==> src/rtl/onehot_grant_decoder_if.sv <==
// Index/grant bus between the request encoder and onehot_grant_decoder.
// The "release" handshake is carried as release_req because release is a reserved word.
interface onehot_grant_decoder_if #(
  parameter int N     = 8,
  parameter int IDX_W = 3
) ();
  logic             in_valid;
  logic [IDX_W-1:0] in_idx;
  logic             in_ready;
  logic             release_req;
  logic [N-1:0]     grant;
  logic             grant_valid;
  logic [IDX_W-1:0] grant_idx;
  logic             err;
  logic             timeout;

  modport master (
    output in_valid, in_idx, release_req,
    input  in_ready, grant, grant_valid, grant_idx, err, timeout
  );

  modport slave (
    input  in_valid, in_idx, release_req,
    output in_ready, grant, grant_valid, grant_idx, err, timeout
  );
endinterface

==> src/rtl/onehot_grant_decoder.sv <==
// Binary index -> registered one-hot grant with minimum hold and a one-entry pending buffer.
// Optional auto-release after TIMEOUT cycles when GRANT_TIMEOUT_EN is defined.
module onehot_grant_decoder #(
  parameter int N        = 8,
  parameter int IDX_W    = 3,
  parameter int MIN_HOLD = 2,
  parameter int TIMEOUT  = 16,
  parameter int CNT_W    = 8
) (
  input  logic                   clk,
  input  logic                   rst_n,
  onehot_grant_decoder_if.slave  bus
);

  localparam logic [0:0] IDLE   = 1'b0;
  localparam logic [0:0] ACTIVE = 1'b1;

  if (N < 2 || N > (1 << IDX_W) || MIN_HOLD < 1 || TIMEOUT <= MIN_HOLD ||
      (1 << CNT_W) <= TIMEOUT) begin : g_bad_params
    $error("onehot_grant_decoder: inconsistent parameters");
  end

  logic [0:0]       state, state_n;
  logic [IDX_W-1:0] grant_idx_r, idx_n;
  logic             pend_valid, pend_valid_n;
  logic [IDX_W-1:0] pend_idx, pend_idx_n;
  logic [CNT_W-1:0] hold_cnt, hold_n;
  logic [N-1:0]     grant_r, grant_n;
  logic             err_r;

  logic accept, in_range, take, rel_ok, auto_rel, do_rel;

  assign bus.in_ready = !pend_valid;
  assign accept       = bus.in_valid && !pend_valid;
  assign in_range     = {1'b0, bus.in_idx} < (IDX_W+1)'(N);
  assign take         = accept && in_range;
  assign rel_ok       = (state == ACTIVE) && bus.release_req &&
                        (hold_cnt >= CNT_W'(MIN_HOLD - 1));

`ifdef GRANT_TIMEOUT_EN
  logic timeout_r;
  // An honoured release on the same edge wins, so the timeout pulse is suppressed.
  assign auto_rel    = (state == ACTIVE) && !rel_ok &&
                       (hold_cnt >= CNT_W'(TIMEOUT - 1));
  assign bus.timeout = timeout_r;

  always_ff @(posedge clk or negedge rst_n) begin
    if (!rst_n) timeout_r <= 1'b0;
    else        timeout_r <= auto_rel;
  end
`else
  assign auto_rel    = 1'b0;
  assign bus.timeout = 1'b0;
`endif

  assign do_rel = rel_ok || auto_rel;

  always_comb begin
    state_n      = state;
    idx_n        = grant_idx_r;
    pend_valid_n = pend_valid;
    pend_idx_n   = pend_idx;
    hold_n       = hold_cnt;
    case (state)
      IDLE: begin
        if (take) begin
          state_n = ACTIVE;
          idx_n   = bus.in_idx;
          hold_n  = '0;
        end
      end
      ACTIVE: begin
        if (do_rel) begin
          // Pending entry first, then same-edge bypass, otherwise drop to IDLE.
          hold_n = '0;
          if (pend_valid) begin
            idx_n        = pend_idx;
            pend_valid_n = 1'b0;
          end else if (take) begin
            idx_n = bus.in_idx;
          end else begin
            state_n = IDLE;
          end
        end else begin
          if (hold_cnt != '1) hold_n = hold_cnt + 1'b1;
          if (take) begin
            pend_valid_n = 1'b1;
            pend_idx_n   = bus.in_idx;
          end
        end
      end
      default: state_n = IDLE;
    endcase
    grant_n = (state_n == ACTIVE) ? (N'(1) << idx_n) : '0;
  end

  always_ff @(posedge clk or negedge rst_n) begin
    if (!rst_n) begin
      state       <= IDLE;
      grant_idx_r <= '0;
      pend_valid  <= 1'b0;
      pend_idx    <= '0;
      hold_cnt    <= '0;
      grant_r     <= '0;
      err_r       <= 1'b0;
    end else begin
      state       <= state_n;
      grant_idx_r <= idx_n;
      pend_valid  <= pend_valid_n;
      pend_idx    <= pend_idx_n;
      hold_cnt    <= hold_n;
      grant_r     <= grant_n;
      err_r       <= accept && !in_range;
    end
  end

  assign bus.grant       = grant_r;
  assign bus.grant_valid = (state == ACTIVE);
  assign bus.grant_idx   = grant_idx_r;
  assign bus.err         = err_r;

endmodule

==> src/flat_wrapper.sv <==
// flat-port wrapper written by rule: the top's interface ports become plain ports
module onehot_grant_decoder_flat 
#(
  parameter int N        = 8,
  parameter int IDX_W    = 3,
  parameter int MIN_HOLD = 2,
  parameter int TIMEOUT  = 16,
  parameter int CNT_W    = 8
)
  (clk, rst_n, bus_in_valid, bus_in_idx, bus_release_req, bus_in_ready, bus_grant, bus_grant_valid, bus_grant_idx, bus_err, bus_timeout);
  onehot_grant_decoder_if #(.N(N), .IDX_W(IDX_W)) bus_i ();
  input  logic clk;
  input  logic rst_n;
  input wire logic [$bits(bus_i.in_valid)-1:0] bus_in_valid;
  input wire logic [$bits(bus_i.in_idx)-1:0] bus_in_idx;
  input wire logic [$bits(bus_i.release_req)-1:0] bus_release_req;
  output wire logic [$bits(bus_i.in_ready)-1:0] bus_in_ready;
  output wire logic [$bits(bus_i.grant)-1:0] bus_grant;
  output wire logic [$bits(bus_i.grant_valid)-1:0] bus_grant_valid;
  output wire logic [$bits(bus_i.grant_idx)-1:0] bus_grant_idx;
  output wire logic [$bits(bus_i.err)-1:0] bus_err;
  output wire logic [$bits(bus_i.timeout)-1:0] bus_timeout;
  assign bus_i.in_valid = bus_in_valid;
  assign bus_i.in_idx = bus_in_idx;
  assign bus_i.release_req = bus_release_req;
  assign bus_in_ready = bus_i.in_ready;
  assign bus_grant = bus_i.grant;
  assign bus_grant_valid = bus_i.grant_valid;
  assign bus_grant_idx = bus_i.grant_idx;
  assign bus_err = bus_i.err;
  assign bus_timeout = bus_i.timeout;
  onehot_grant_decoder #(.N(N), .IDX_W(IDX_W), .MIN_HOLD(MIN_HOLD), .TIMEOUT(TIMEOUT), .CNT_W(CNT_W)) u_core (.clk(clk), .rst_n(rst_n), .bus(bus_i));
endmodule
==> config.mk <==
export PLATFORM = sky130hd
export DESIGN_NAME = onehot_grant_decoder_flat
export DESIGN_NICKNAME = d
export VERILOG_FILES = /design/src/rtl/onehot_grant_decoder_if.sv /design/src/rtl/onehot_grant_decoder.sv /design/src/flat_wrapper.sv
export SDC_FILE = /design/constraint.sdc
export NUM_CORES = 1
export LEC_CHECK = 0
export ABC_AREA = 1
export BUFFER_PORTS_ARGS = -buffer_cell sky130_fd_sc_hd__buf_2
export CORE_ASPECT_RATIO = 1.5
export CORE_MARGIN = 8
export CORE_UTILIZATION = 40
export DETAILED_ROUTE_END_ITERATION = 6
export SLEW_MARGIN = 20
export SYNTH_ARGS = -nofsm -noshare
export SYNTH_HDL_FRONTEND = slang
export SYNTH_SLANG_ARGS = --single-unit
==> constraint.sdc <==
create_clock -name clk -period 2.01 [get_ports clk]
set_clock_uncertainty 0.1 [all_clocks]
set_input_delay 0.3015 -clock clk [delete_from_list [all_inputs] [get_ports clk]]
set_output_delay 0.3015 -clock clk [all_outputs]
set_load 0.005 [all_outputs]
==> results.py <==
metrics = {
    "outcome": {
        "status": "finished clean",
    },
    "power_and_ir_drop": {
        "irDropWorstVdd_mv": 0.351,
        "leakagePower_nw": 0.853,
        "cellPowerDensity_nw_per_um2": 552,
        "fin_total_pwr_mw": 0.928,
    },
    "finish": {
        "antenna_cells": 0,
        "layout.nets": 216,
        "final_common_cell": "nand2_1",
        "nFillCells": 382,
        "multiInputGateArea_um2": 741,
        "layout-drive-gt1-share": 0.341,
        "syn2layout_area_growth_pct": 15.2,
        "final_cell_mix": "nand2_1 (43), dfrtp_1 (24), nor2_1 (21)",
        "final-seq-area_um2": 601,
    },
    "detailed_routing": {
        "dr_wl_met3_um": 102,
        "drtIter0Drc": 27,
        "routed_wl_um": 3160,
        "routedWlPerCell_um": 12.8,
        "viasPerCell": 4.75,
        "top_layer_used": "met4",
        "wl_met2_um": 1680,
        "drc": 0,
        "ant_nets": 0,
        "first_pass_iters": 4,
        "dr_total_vias": 1179,
        "m1WireLength_um": 1300,
    },
    "cts": {
        "clock_path_buffers": 2,
        "cts.sinks": 24,
        "post_cts_buffers": 0,
        "cts_tree": "done",
        "cts_root_buf": "clkbuf_8",
        "clk_pin_slew_ns": 0.09,
        "htree_levels": 1,
        "ctsResizeCount": 0,
        "ctsHoldBuffers": 1,
        "numCtsBuffers": 3,
        "clkLatencyLatePin_ns": 0.27,
    },
    "placed_design": {
        "dpl.hpwl_um": 2510,
        "gp_congestion": 0.885,
        "port_buffers": 19,
    },
    "setup_path": {
        "critPathArrivalTime_ns": 1.91,
        "r2r_start": "u_core.hold_cnt[0]",
        "worstSetupPathType": "reg -> reg",
        "cp-start-kind": "flop",
        "critPathLaunch": "u_core.hold_cnt[0]",
        "cp_max_fo": 4,
        "cp.required_ns": 2.11,
        "end_kind": "flop",
    },
    "timing": {
        "setup_viol": 0,
        "finalSetupTns_ns": 0,
        "period_share": 0.903,
        "hold_viol": 0,
        "max_freq_mhz": 551,
        "drv_slew": 0,
        "finalCriticalPeriod_ns": 1.82,
        "worst_slew_pin_slew_ns": 0.546,
        "rsz0062_at_grt": "false",
        "max_slew_margin": 0.636,
    },
    "die": {
        "core_region_area_um2": 3580,
        "initial_core_util": 0.407,
        "ioPinCount": 22,
        "dieHeight_um": 89.9,
        "fp.dieW_um": 65.3,
        "die_area_um2": 5870,
        "std_cell_rows": 27,
    },
    "synth": {
        "synth_area_um2": 1460,
        "ys_warn_count": 0,
        "ys_seq_elements": 24,
        "ys_seq_area_frac": 0.412,
        "synth_cell_types": 23,
        "synth_cells": 182,
        "synth.avg_cell_area_um2": 8.01,
    },
    "grt": {
        "track_usage": 0.112,
        "grt_pass1_wl_um": 5310,
        "globalRouteOverflowTotal": 0,
        "grt_pass1_vias": 1236,
        "antenna_found_initial": 0,
        "grt_max_degree": 25,
    },
    "run": {
        "maxCapViolCount": 0,
    },
    "worst_hold_path": {
        "min-delay-start": "bus_in_idx[2]",
        "min_path_type": "in -> reg",
    },
}
-- Yosys cell counts, drive strengths merged --
cell type / n / area share
buf: 3 / 0.014
dfrtp: 24 / 0.41
inv: 24 / 0.069
o21ai: 8 / 0.038
conb: 1 / 0.0026
nor2: 27 / 0.087
nand2: 64 / 0.23
nand3: 22 / 0.096
nand4: 5 / 0.026
ha: 3 / 0.026
a21oi: 1 / 0.0034
-- report_power, final --
group | total [mW] | switching, mW | internal, mW
clock | 0.425 | 0.158 | 0.266
combinational | 0.0205 | 0.0150 | 0.00549
sequential | 0.482 | 0 | 0.482
-- cells by family after synthesis --
family          count (synthesis)  synth area share
fa+ha+maj                       3            0.0258
compound gates                  9            0.0412
buf+inv                        27            0.0824
simple gates                  118             0.436
flops                          24             0.412
other cells                     1           0.00257
-- metrics by stage --
| step | setup slack [ns] | hold WS (ns) | cells | util | instance area (µm²) |
|---|---|---|---|---|---|
| 2_1_floorplan | 0.415 | -0.0941 | 183 | - | 1460 |
| 5_1_grt | 0.0664 | 0.190 | 248 | 0.469 | 1680 |
| 3_5_place_dp | 0.254 | 0.218 | 243 | 0.446 | 1600 |
| 4_1_cts | 0.226 | 0.179 | 248 | 0.469 | 1680 |
| 3_3_place_gp | 0.228 | 0.215 | 243 | 0.446 | 1600 |
| 6_report | 0.195 | 0.176 | 248 | 0.469 | 1680 |
-- critical path: stages (launching register included) --
cell     delay, ns
dfrtp_1       0.41
inv_1         0.10
ha_1          0.22
inv_1         0.05
nor2_1        0.04
nand2_1       0.05
nor2_1        0.04
nor2_2        0.19
nand3_1       0.18
nand3_1       0.15
nand2_2       0.09
nor2_1        0.13
-- per-layer routing --
layer  vias up  track usage
li1        606            -
met1       532        0.114
met2        32        0.200
met3         9       0.0211
met4         0       0.0676
met5         -            0
-- path summary, 6_finish.rpt --
| path | endpoint | slack, ns | cells after the start |
|---|---|---|---|
| worst max register to register | u_core.bus.grant[0] | 0.19 | 11 |
| worst max-delay path | u_core.bus.grant[0] | 0.19 | 11 |
| worst min-delay path | u_core.pend_idx[2] | 0.18 | 3 |
| worst min register to register | u_core.pend_idx[2] | 0.38 | 2 |
| max in group asynchronous | u_core.bus.grant[1] | 0.99 | 2 |
| min in group asynchronous | u_core.hold_cnt[3] | 0.45 | 2 |
-- state kept, by name, summed over array words and instances (netlist names) --
register	cells
u_core.pend_idx	3
u_core.hold_cnt	8
u_core.bus.grant_valid	1
u_core.bus.grant_idx	3
u_core.pend_valid	1
u_core.bus.grant	8
-- area by class of cell --
class	instances	area share
sequential	24	0.358
tap	43	0.0320
timing repair buffer	21	0.0671
clock inverter	1	0.0179
multi-input combinational	132	0.441
inverter	24	0.0596
clock buffer	3	0.0246
Power figures use the tool's default switching activity.
